--- src/rtl/fir_pkg.sv ---
// ---------------------------------------------------------------------------
// fir_pkg
// Shared sizing constants, default coefficient set and FSM state type for the
// time-multiplexed FIR filter (fir_compiler) and its MAC (fir_mac).
// ---------------------------------------------------------------------------
package fir_pkg;

  // Default filter geometry.
  localparam int unsigned NTAPS = 16;
  localparam int unsigned DW    = 24;
  localparam int unsigned CW    = 16;
  localparam int unsigned OW    = 48;

  // Full-precision accumulator: product width plus growth for NTAPS additions.
  localparam int unsigned ACCW  = DW + CW + $clog2(NTAPS);

  // Coefficients packed flat, tap k occupying bits [k*CW +: CW].
  // The leftmost literal is tap NTAPS-1; the set is symmetric, so the
  // ordering reads the same either way.
  localparam logic [NTAPS*CW-1:0] DEFAULT_COEFFS = {
    16'd1, 16'd2, 16'd3, 16'd4, 16'd5, 16'd6, 16'd7, 16'd8,
    16'd8, 16'd7, 16'd6, 16'd5, 16'd4, 16'd3, 16'd2, 16'd1
  };

  // Sequencer states: wait for a sample, run the taps, publish the result.
  typedef enum logic [1:0] {
    IDLE = 2'd0,
    MAC  = 2'd1,
    OUT  = 2'd2
  } state_e;

endpackage : fir_pkg

--- src/rtl/fir_mac.sv ---
// ---------------------------------------------------------------------------
// fir_mac
// Registered signed multiply-accumulate: acc <= clr ? 0 : acc + a*b (when en).
// The product is sign-extended to the accumulator width; no rounding and no
// saturation -- the accumulator is sized so it cannot overflow.
//
// Ports
//   i_clk    clock, rising edge
//   i_rst_n  asynchronous active-low reset (clears the accumulator)
//   i_clr    synchronous clear, has priority over i_en
//   i_en     accumulate a*b this cycle
//   i_a      signed multiplicand (sample)
//   i_b      signed multiplier (coefficient)
//   o_acc    registered signed accumulator
// ---------------------------------------------------------------------------
module fir_mac
  import fir_pkg::*;
#(
  parameter int unsigned AW    = fir_pkg::DW,
  parameter int unsigned BW    = fir_pkg::CW,
  parameter int unsigned ACC_W = fir_pkg::ACCW
) (
  input  logic                    i_clk,
  input  logic                    i_rst_n,
  input  logic                    i_clr,
  input  logic                    i_en,
  input  logic signed [AW-1:0]    i_a,
  input  logic signed [BW-1:0]    i_b,
  output logic signed [ACC_W-1:0] o_acc
);

  localparam int unsigned PW = AW + BW;

  logic signed [PW-1:0]    w_prod;
  logic signed [ACC_W-1:0] r_acc;

  // Both operands signed, so this is a true signed AW x BW multiply.
  assign w_prod = i_a * i_b;

  // Accumulator register.
  always_ff @(posedge i_clk or negedge i_rst_n) begin
    if (!i_rst_n) begin
      r_acc <= '0;
    end else if (i_clr) begin
      r_acc <= '0;
    end else if (i_en) begin
      r_acc <= r_acc + ACC_W'(w_prod);
    end
  end

  assign o_acc = r_acc;

endmodule : fir_mac

--- src/rtl/fir_compiler.sv ---
// ---------------------------------------------------------------------------
// fir_compiler
// Single-rate FIR filter with AXI4-Stream sample in / result out, sharing one
// multiply-accumulate across all taps. One sample is accepted, NTAPS products
// are accumulated one per clock, then the full-precision result is published
// as a one-cycle m_axis_data_tvalid pulse. Coefficients are fixed at
// elaboration; the config and reload channels are accepted but have no effect.
//
// Ports
//   aclk                  clock, rising edge
//   aresetn               asynchronous active-low reset
//   s_axis_config_tvalid  reserved, ignored
//   s_axis_reload_tvalid  reserved, ignored
//   s_axis_data_tvalid    input sample valid
//   s_axis_data_tready    registered ready; high only in IDLE
//   s_axis_data_tdata     signed input sample x[n]
//   m_axis_data_tvalid    registered one-cycle result strobe (no backpressure)
//   m_axis_data_tdata     registered signed result y[n], held between strobes
//
// Latency: accept on edge T0, result valid after edge T0+NTAPS+1, next sample
// may be accepted on edge T0+NTAPS+2.
// ---------------------------------------------------------------------------
module fir_compiler
#(
  parameter int unsigned          NTAPS  = fir_pkg::NTAPS,
  parameter int unsigned          DW     = fir_pkg::DW,
  parameter int unsigned          CW     = fir_pkg::CW,
  parameter int unsigned          OW     = fir_pkg::OW,
  parameter logic [NTAPS*CW-1:0]  COEFFS = fir_pkg::DEFAULT_COEFFS
) (
  input  logic          aclk,
  input  logic          aresetn,
  input  logic          s_axis_config_tvalid,
  input  logic          s_axis_reload_tvalid,
  input  logic          s_axis_data_tvalid,
  output logic          s_axis_data_tready,
  input  logic [DW-1:0] s_axis_data_tdata,
  output logic          m_axis_data_tvalid,
  output logic [OW-1:0] m_axis_data_tdata
);

  import fir_pkg::*;

  localparam int unsigned ACC_W = DW + CW + $clog2(NTAPS);
  localparam int unsigned KW    = (NTAPS > 1) ? $clog2(NTAPS) : 1;

  // Sequencer
  state_e r_state;
  state_e w_state_nxt;
  logic   w_accept;
  logic   w_mac_clr;
  logic   w_mac_en;
  logic   w_out_load;
  logic   w_tready_nxt;

  // Datapath
  logic        [KW-1:0]    r_k;
  logic signed [DW-1:0]    r_dly  [NTAPS];
  logic signed [CW-1:0]    w_coef [NTAPS];
  logic signed [ACC_W-1:0] w_acc;
  logic signed [OW-1:0]    r_mdata;
  logic                    r_mvalid;
  logic                    r_tready;

  // Reserved channels are deliberately ignored.
  logic w_unused;
  assign w_unused = s_axis_config_tvalid ^ s_axis_reload_tvalid;

  // Unpack the flat coefficient parameter into a per-tap table.
  for (genvar g = 0; g < NTAPS; g++) begin : g_coef
    assign w_coef[g] = COEFFS[g*CW +: CW];
  end

  // State register.
  always_ff @(posedge aclk or negedge aresetn) begin
    if (!aresetn) begin
      r_state <= IDLE;
    end else begin
      r_state <= w_state_nxt;
    end
  end

  // Next-state and control decode.
  always_comb begin
    w_state_nxt  = r_state;
    w_accept     = 1'b0;
    w_mac_clr    = 1'b0;
    w_mac_en     = 1'b0;
    w_out_load   = 1'b0;
    w_tready_nxt = r_tready;
    case (r_state)
      IDLE: begin
        // tready is raised on the first edge out of reset / out of OUT.
        w_tready_nxt = 1'b1;
        if (s_axis_data_tvalid && r_tready) begin
          w_accept     = 1'b1;
          w_mac_clr    = 1'b1;
          w_tready_nxt = 1'b0;
          w_state_nxt  = MAC;
        end
      end
      MAC: begin
        w_mac_en     = 1'b1;
        w_tready_nxt = 1'b0;
        if (r_k == KW'(NTAPS - 1)) begin
          w_state_nxt = OUT;
        end
      end
      OUT: begin
        // Raising tready here lets the next sample land on the edge right
        // after the result strobe, giving NTAPS+2 clocks per sample.
        w_out_load   = 1'b1;
        w_tready_nxt = 1'b1;
        w_state_nxt  = IDLE;
      end
      default: begin
        w_state_nxt  = IDLE;
        w_tready_nxt = 1'b0;
      end
    endcase
  end

  // Delay line and tap counter.
  always_ff @(posedge aclk or negedge aresetn) begin
    if (!aresetn) begin
      r_k <= '0;
      for (int unsigned i = 0; i < NTAPS; i++) begin
        r_dly[i] <= '0;
      end
    end else if (w_accept) begin
      r_k      <= '0;
      r_dly[0] <= s_axis_data_tdata;
      for (int unsigned i = 1; i < NTAPS; i++) begin
        r_dly[i] <= r_dly[i-1];
      end
    end else if (w_mac_en) begin
      r_k <= r_k + KW'(1);
    end
  end

  // Shared MAC: tap r_k of the delay line against coefficient r_k.
  fir_mac #(
    .AW    (DW),
    .BW    (CW),
    .ACC_W (ACC_W)
  ) u_mac (
    .i_clk   (aclk),
    .i_rst_n (aresetn),
    .i_clr   (w_mac_clr),
    .i_en    (w_mac_en),
    .i_a     (r_dly[r_k]),
    .i_b     (w_coef[r_k]),
    .o_acc   (w_acc)
  );

  // Output handshake registers; tdata holds between strobes.
  always_ff @(posedge aclk or negedge aresetn) begin
    if (!aresetn) begin
      r_tready <= 1'b0;
      r_mvalid <= 1'b0;
      r_mdata  <= '0;
    end else begin
      r_tready <= w_tready_nxt;
      r_mvalid <= w_out_load;
      if (w_out_load) begin
        r_mdata <= OW'(w_acc);
      end
    end
  end

  assign s_axis_data_tready = r_tready;
  assign m_axis_data_tvalid = r_mvalid;
  assign m_axis_data_tdata  = r_mdata;

endmodule : fir_compiler

--- config.mk ---
export PLATFORM = sky130hd
export DESIGN_NAME = fir_compiler
export DESIGN_NICKNAME = d
export VERILOG_FILES = /design/src/rtl/fir_pkg.sv /design/src/rtl/fir_mac.sv /design/src/rtl/fir_compiler.sv
export SDC_FILE = /design/constraint.sdc
export NUM_CORES = 2
export LEC_CHECK = 0
export ABC_CLOCK_PERIOD_IN_PS = 19140
export BUFFER_PORTS_ARGS = -buffer_cell sky130_fd_sc_hd__buf_4
export CAP_MARGIN = 20
export CORE_UTILIZATION = 40
export DETAILED_ROUTE_END_ITERATION = 10
export GPL_TIMING_DRIVEN = 0
export PLACE_DENSITY_LB_ADDON = 0.1
export SYNTH_ARGS = -nofsm -noshare
export SYNTH_HDL_FRONTEND = slang
export SYNTH_SLANG_ARGS = --single-unit
--- constraint.sdc ---
create_clock -name aclk -period 19.14 [get_ports aclk]
set_input_delay 0.957 -clock aclk [delete_from_list [all_inputs] [get_ports aclk]]
set_output_delay 0.957 -clock aclk [all_outputs]
set_load 0.05 [all_outputs]
; Word-level counts from Yosys, hierarchy flattened
; Memories as Yosys holds them, arrays and structs flattened.
; Cells that the tools add are included.
[word_totals]
regBits = 480
latchBits = 0
ram_bits = 0
rom_bits = 256
in_bits = 29
output_inout_bits = 50
elab_cells = 55
memories = 1
[memory_table]
columns = memory, words, width, read_ports, rd_clocked_by_memory_dff, wr, line_no
row1 = (no name shown), 16, 16, 1, 0, 0, fir_compiler.sv:152  ; .i_b (w_coef[r_k]),
[op_classes]
addsub = 2
multipliers = 1
div = 0
magnitude_cmp = 1
n_eq_ne = 5
n_shift = 0
muxes = 18
bitwise = 1
reduce_logical = 4
[ops]
columns = cell, count
row1 = binary-select mux 24 bit (select 4 bit), 1
row2 = two-way mux 44 bit, 2
row3 = two-way mux 24 bit, 2
row4 = adder 44 x 40 -> 44 bit, 1
row5 = multiplier 24 x 16 -> 40 bit, 1
row6 = two-way mux 16 bit, 2
row7 = two-way mux 4 bit, 2
row8 = ">= comparator 5 bit, second input constant", 1
row9 = two-way mux 1 bit, 5
row10 = NOT 4 -> 5 bit, 1
row11 = "adder 4 x 1 -> 4 bit, second input constant", 1
row12 = "== test 4 bit, second input constant", 1
row13 = two-way mux 2 bit, 2
row14 = "inequality test 2 bit, second input constant", 2
row15 = case mux 2 bit (2 select lines), 1
row16 = "== test 2 x 1 -> 1 bit, second input constant", 1
row17 = "== test 2 bit, second input constant", 1
row18 = zero test 2 bit, 1
row19 = case mux 1 bit (2 select lines), 1
row20 = AND reduction 2 bit, 1
row21 = nonzero test 2 bit, 1
row22 = logical AND 1 bit, 1

; Logic depth before layout (Yosys ltp)
[depth]
ltp_word = 8
mapped_depth = 28
mapped_depth_nobuf = 24

; By module
; From an unflattened synthesis, not the netlist that was laid out.
[hier_totals]
hier_cells = 3137
area_unflattened_um2 = 37195.7
[modules_own_cells]
columns = mod, instances, cells_each, area_per_inst_um2, seq_area_each_um2
row1 = fir_compiler, 1, 1213, 19471.2, 10910.5
row2 = fir_mac, 1, 1924, 17724.5, 1101.1

; Worst setup path after synthesis
; No wires, ideal clock.
[synth_path]
path_kind = register to register
from = register r_k[1]
to = register u_mac.r_acc[41], in the netlist u_mac.o_acc[41]
setup_ps = 130
t_arrival_ps = 6158
required_ps = 19010
path_slack_ps = 12852
stages_incl_launch_ff = 25
n_path_buf = 3
period_less_slack_ps = 6288
path_cell_list = dfrtp_1 > clkbuf_1 > buf_2 > buf_1 > inv_1 > ha_1 > mux4_2 > and2_1 > fa_1 > fa_1 > ha_1 > ha_1 > inv_1 > fa_1 > inv_1 > ha_1 > a21o_1 > a21o_1 > a21oi_1 > nand2b_1 > a21oi_1 > o21a_1 > a311oi_1 > xor2_1 > o21ai_1
[synth_between]
elab_chain_len = 8
word_cells_on_any_way = 11
cone_classes = add/sub (1) / mul (1) / mux (7) / bitwise (1) / memory (1)
[synth_rtl]
columns = element, line_no
row1 = from (decl), fir_compiler.sv:57  ; logic [KW-1:0] r_k;
row2 = from (signal assigned), fir_compiler.sv:137  ; r_k <= r_k + KW'(1);
row3 = NOT 4 -> 5 bit (implied by the code) (*), "fir_compiler.sv:151, fir_compiler.sv:152"
row4 = memory read (16 x 16 bit) / binary-select mux 24 bit (select 4 bit) (equally long branches), -
row5 = two-way mux 16 bit (implied by the code) / two-way mux 24 bit (equally long branches) (2 in a row), "fir_compiler.sv:152, fir_compiler.sv:151"
row6 = multiplier 24 x 16 -> 40 bit (*), fir_mac.sv:38  ; assign w_prod = i_a * i_b;
row7 = adder 44 x 40 -> 44 bit (*), fir_mac.sv:47  ; r_acc <= r_acc + ACC_W'(w_prod);
row8 = two-way mux 44 bit (*), fir_mac.sv:46  ; end else if (i_en) begin
row9 = two-way mux 44 bit (*), fir_mac.sv:44  ; end else if (i_clr) begin
row10 = to (signal assigned), fir_mac.sv:47
row11 = to (decl), fir_mac.sv:35  ; logic signed [ACC_W-1:0] r_acc;
; Every way passes the cells marked *; elsewhere a longest branch is shown, timed or not. The select of a mux whose other input is x is not followed.
; A chain may end at the register's enable or synchronous reset.

; Worst setup path after layout
[layout_path]
from = register r_k[1]
to = register u_mac.r_acc[36], in the netlist u_mac.o_acc[36]
; The elaborated chain is that of the path after synthesis.

==> qor.csv <==
metric,value,unit
relative slew slack,27.28,%
syn nets,2442,
"non-filler cells, final",3231,
Fin Hold WS,0.08860,ns
yosys warns,0,
CP Max Fanout,10,
dpl cells,3129,
Pins Over Slew Limit,0,
clk slew on worst S/H paths,0.06,ns
Post-Syn Area,27500,um^2
chip width,264.2,um
# resized after CTS,0,
critical path class,flop to flop,
highest clock rate,118.0,MHz
initial core utilization,40.67,%
Critical Path RT,19.62,ns
iteration-0 DRC count of the detailed router,936,
clock sinks,480,
Synth Register Bits,480,
Post-CTS Setup Repair Bufs,0,
"Largest stage delay, worst path",0.66,ns
period utilization,44.29,%
Die Y,264.2,um
num rows,95,
synthesized area per cell,12.66,um^2
DRC errors left,0,
Post-synth EDFFs,0,
DR WL/cell,21.12,um
CTS H-tree depth,2,
setup TNS,0,ns
first-pass GRT wire length,108400,um
Post-Synthesis Cells,2173,
Post-synth top flop,dfrtp_1,
Hold Crit Class,input port to async pin,
CP Launch Type,flop,
total gr overflow,0,
"commonest non-fill, non-tap cells in the layout","dfrtp_1 (480), mux2_2 (404), inv_1 (316), nand2_1 (173), ha_1 (134)",
antenna-violating nets left,0,
hpwl dp,49430,um
clock buffer depth,3,
measured slew at the worst slew-check pin,1.088,ns
max cap viols,0,
CP endpoint kind,flop,
largest net degree at the start of global routing,119,
die outline area,69810,um^2
root buffer cell,clkbuf_16,
crit-path leading delay family,buffers and inverters,
crit path buf inv count,9,
I/O Pins,79,
register area share after synthesis,43.67,%
CTS buffer count,54,
RSZ-0062 raised after global routing,false,
Total GRT Usage,20.33,%
vias in the first global route,18500,
synthesis-to-layout area growth,13.63,%
antenna violations before repair,3,
GPL Wtd Cong,0.8479,
Worst-Skew Late Latency,0.63,ns
Final Hold Fails,0,
total number of vias,16940,
first drt pass iteration count,5,
Core ar.,67630,um^2
hold_buf cts,0,
fillers,6169,
vias per inst,5.244,
Final Setup Violations,0,
Worst Path Arrival,8.96,ns
Reg2Reg Depth,26,
"most common cell after layout, fill and taps aside",dfrtp_1,
Nets,2583,
CTS tree,yes,
final wirelength,68230,um
share of cells above drive strength 1,32.58,%
number of cells on the critical path,26,
"Distinct cells, synth",59,
CP max-delay cell,clkbuf_1,
status,finished clean,
minimum clock period,8.477,ns
Fin Clk Skew,0.02078,ns
asr flop ratio synth,100.0,%
PortBufs,76,
worst paths after layout:
kind,from,endpoint,slack (ns)
worst max-delay path,r_k[1]$_DFFE_PN0P_,u_mac.o_acc[36]$_DFFE_PN0P_,10.66
worst min register to register,m_axis_data_tdata[8]$_DFFE_PN0P_,m_axis_data_tdata[8]$_DFFE_PN0P_,0.48
worst max register to register,r_k[1]$_DFFE_PN0P_,u_mac.o_acc[36]$_DFFE_PN0P_,10.66
max in group asynchronous,aresetn,r_dly[265]$_DFFE_PN0P_,16.89
worst min-delay path,aresetn,m_axis_data_tdata[16]$_DFFE_PN0P_,0.09
min in group aclk,m_axis_data_tdata[8]$_DFFE_PN0P_,m_axis_data_tdata[8]$_DFFE_PN0P_,0.48
final cells by class:
| class | instances | area, um^2 | share of cell area (%) |
|---|---|---|---|
| diodes | 1 | 2.502 | 0.008007 |
| flip-flops and latches | 480 | 12010 | 38.43 |
| inverters | 316 | 1186 | 3.795 |
| clock buffers | 73 | 1523 | 4.872 |
| clock inverters | 26 | 350.3 | 1.121 |
| multi-input cells | 1270 | 13820 | 44.23 |
| plain buffers | 107 | 486.7 | 1.557 |
| repair buffers | 85 | 775.7 | 2.482 |
| well taps | 873 | 1092 | 3.495 |
per-layer routing:
metal / GRT usage (%) / up-vias / share of wire [%]
li1: - / 7756 / -
met1: 27.11 / 8861 / 45
met2: 34.03 / 246 / 49
met3: 3.906 / 81 / 4.2
met4: 5.060 / 0 / 2.0
met5: 0 / - / 0
cells in the mapped netlist, types with 4 or more instances:
cell type	count	share of area, %
xor2_1	20	0.64
buf_1	6	0.082
dfrtp_1	480	44
mux4_2	121	9.9
nor2b_1	5	0.11
ha_1	134	6.1
o21ai_0	81	1.5
o21bai_1	4	0.11
nand4_1	12	0.27
a21boi_0	5	0.14
and2_1	11	0.25
nor2_1	25	0.34
buf_2	49	0.89
and3_1	6	0.14
nor3_1	5	0.091
a21oi_1	43	0.78
clkbuf_1	46	0.63
a21o_1	11	0.30
a31oi_1	9	0.20
xnor2_1	21	0.67
a22o_1	10	0.32
buf_4	4	0.11
o21ai_1	7	0.13
nand2b_1	9	0.20
fa_1	106	7.7
inv_1	316	4.3
nand3_1	8	0.15
mux2_2	404	17
nand2_1	173	2.4
state kept, by name (all words and copies together) (netlist names):
signal / flops
r_dly: 384
m_axis_data_tdata: 44
u_mac.o_acc: 44
r_k: 4
r_state: 2
m_axis_data_tvalid: 1
s_axis_data_tready: 1
logic make-up after synthesis:
| kind of cell | share of synthesized area [%] |
|---|---|
| compound gates | 4.476 |
| xor+xnor | 1.306 |
| fa+ha+maj | 13.81 |
| buf+inv | 6.082 |
| flops | 43.67 |
| mux | 26.45 |
| simple gates | 4.203 |
stage by stage:
stage	instance area [um^2]	utilization, %	setup slack (ns)
after floorplan	27500	-	12.85
after global placement	29170	43.12	10.84
after detailed placement	29350	43.39	10.81
after CTS	31220	46.16	10.79
after global routing	31250	46.20	10.09
final	31250	46.21	10.66
Power is not shown: default switching activity piles up to over one toggle a cycle in this logic, so the estimate is an artifact.
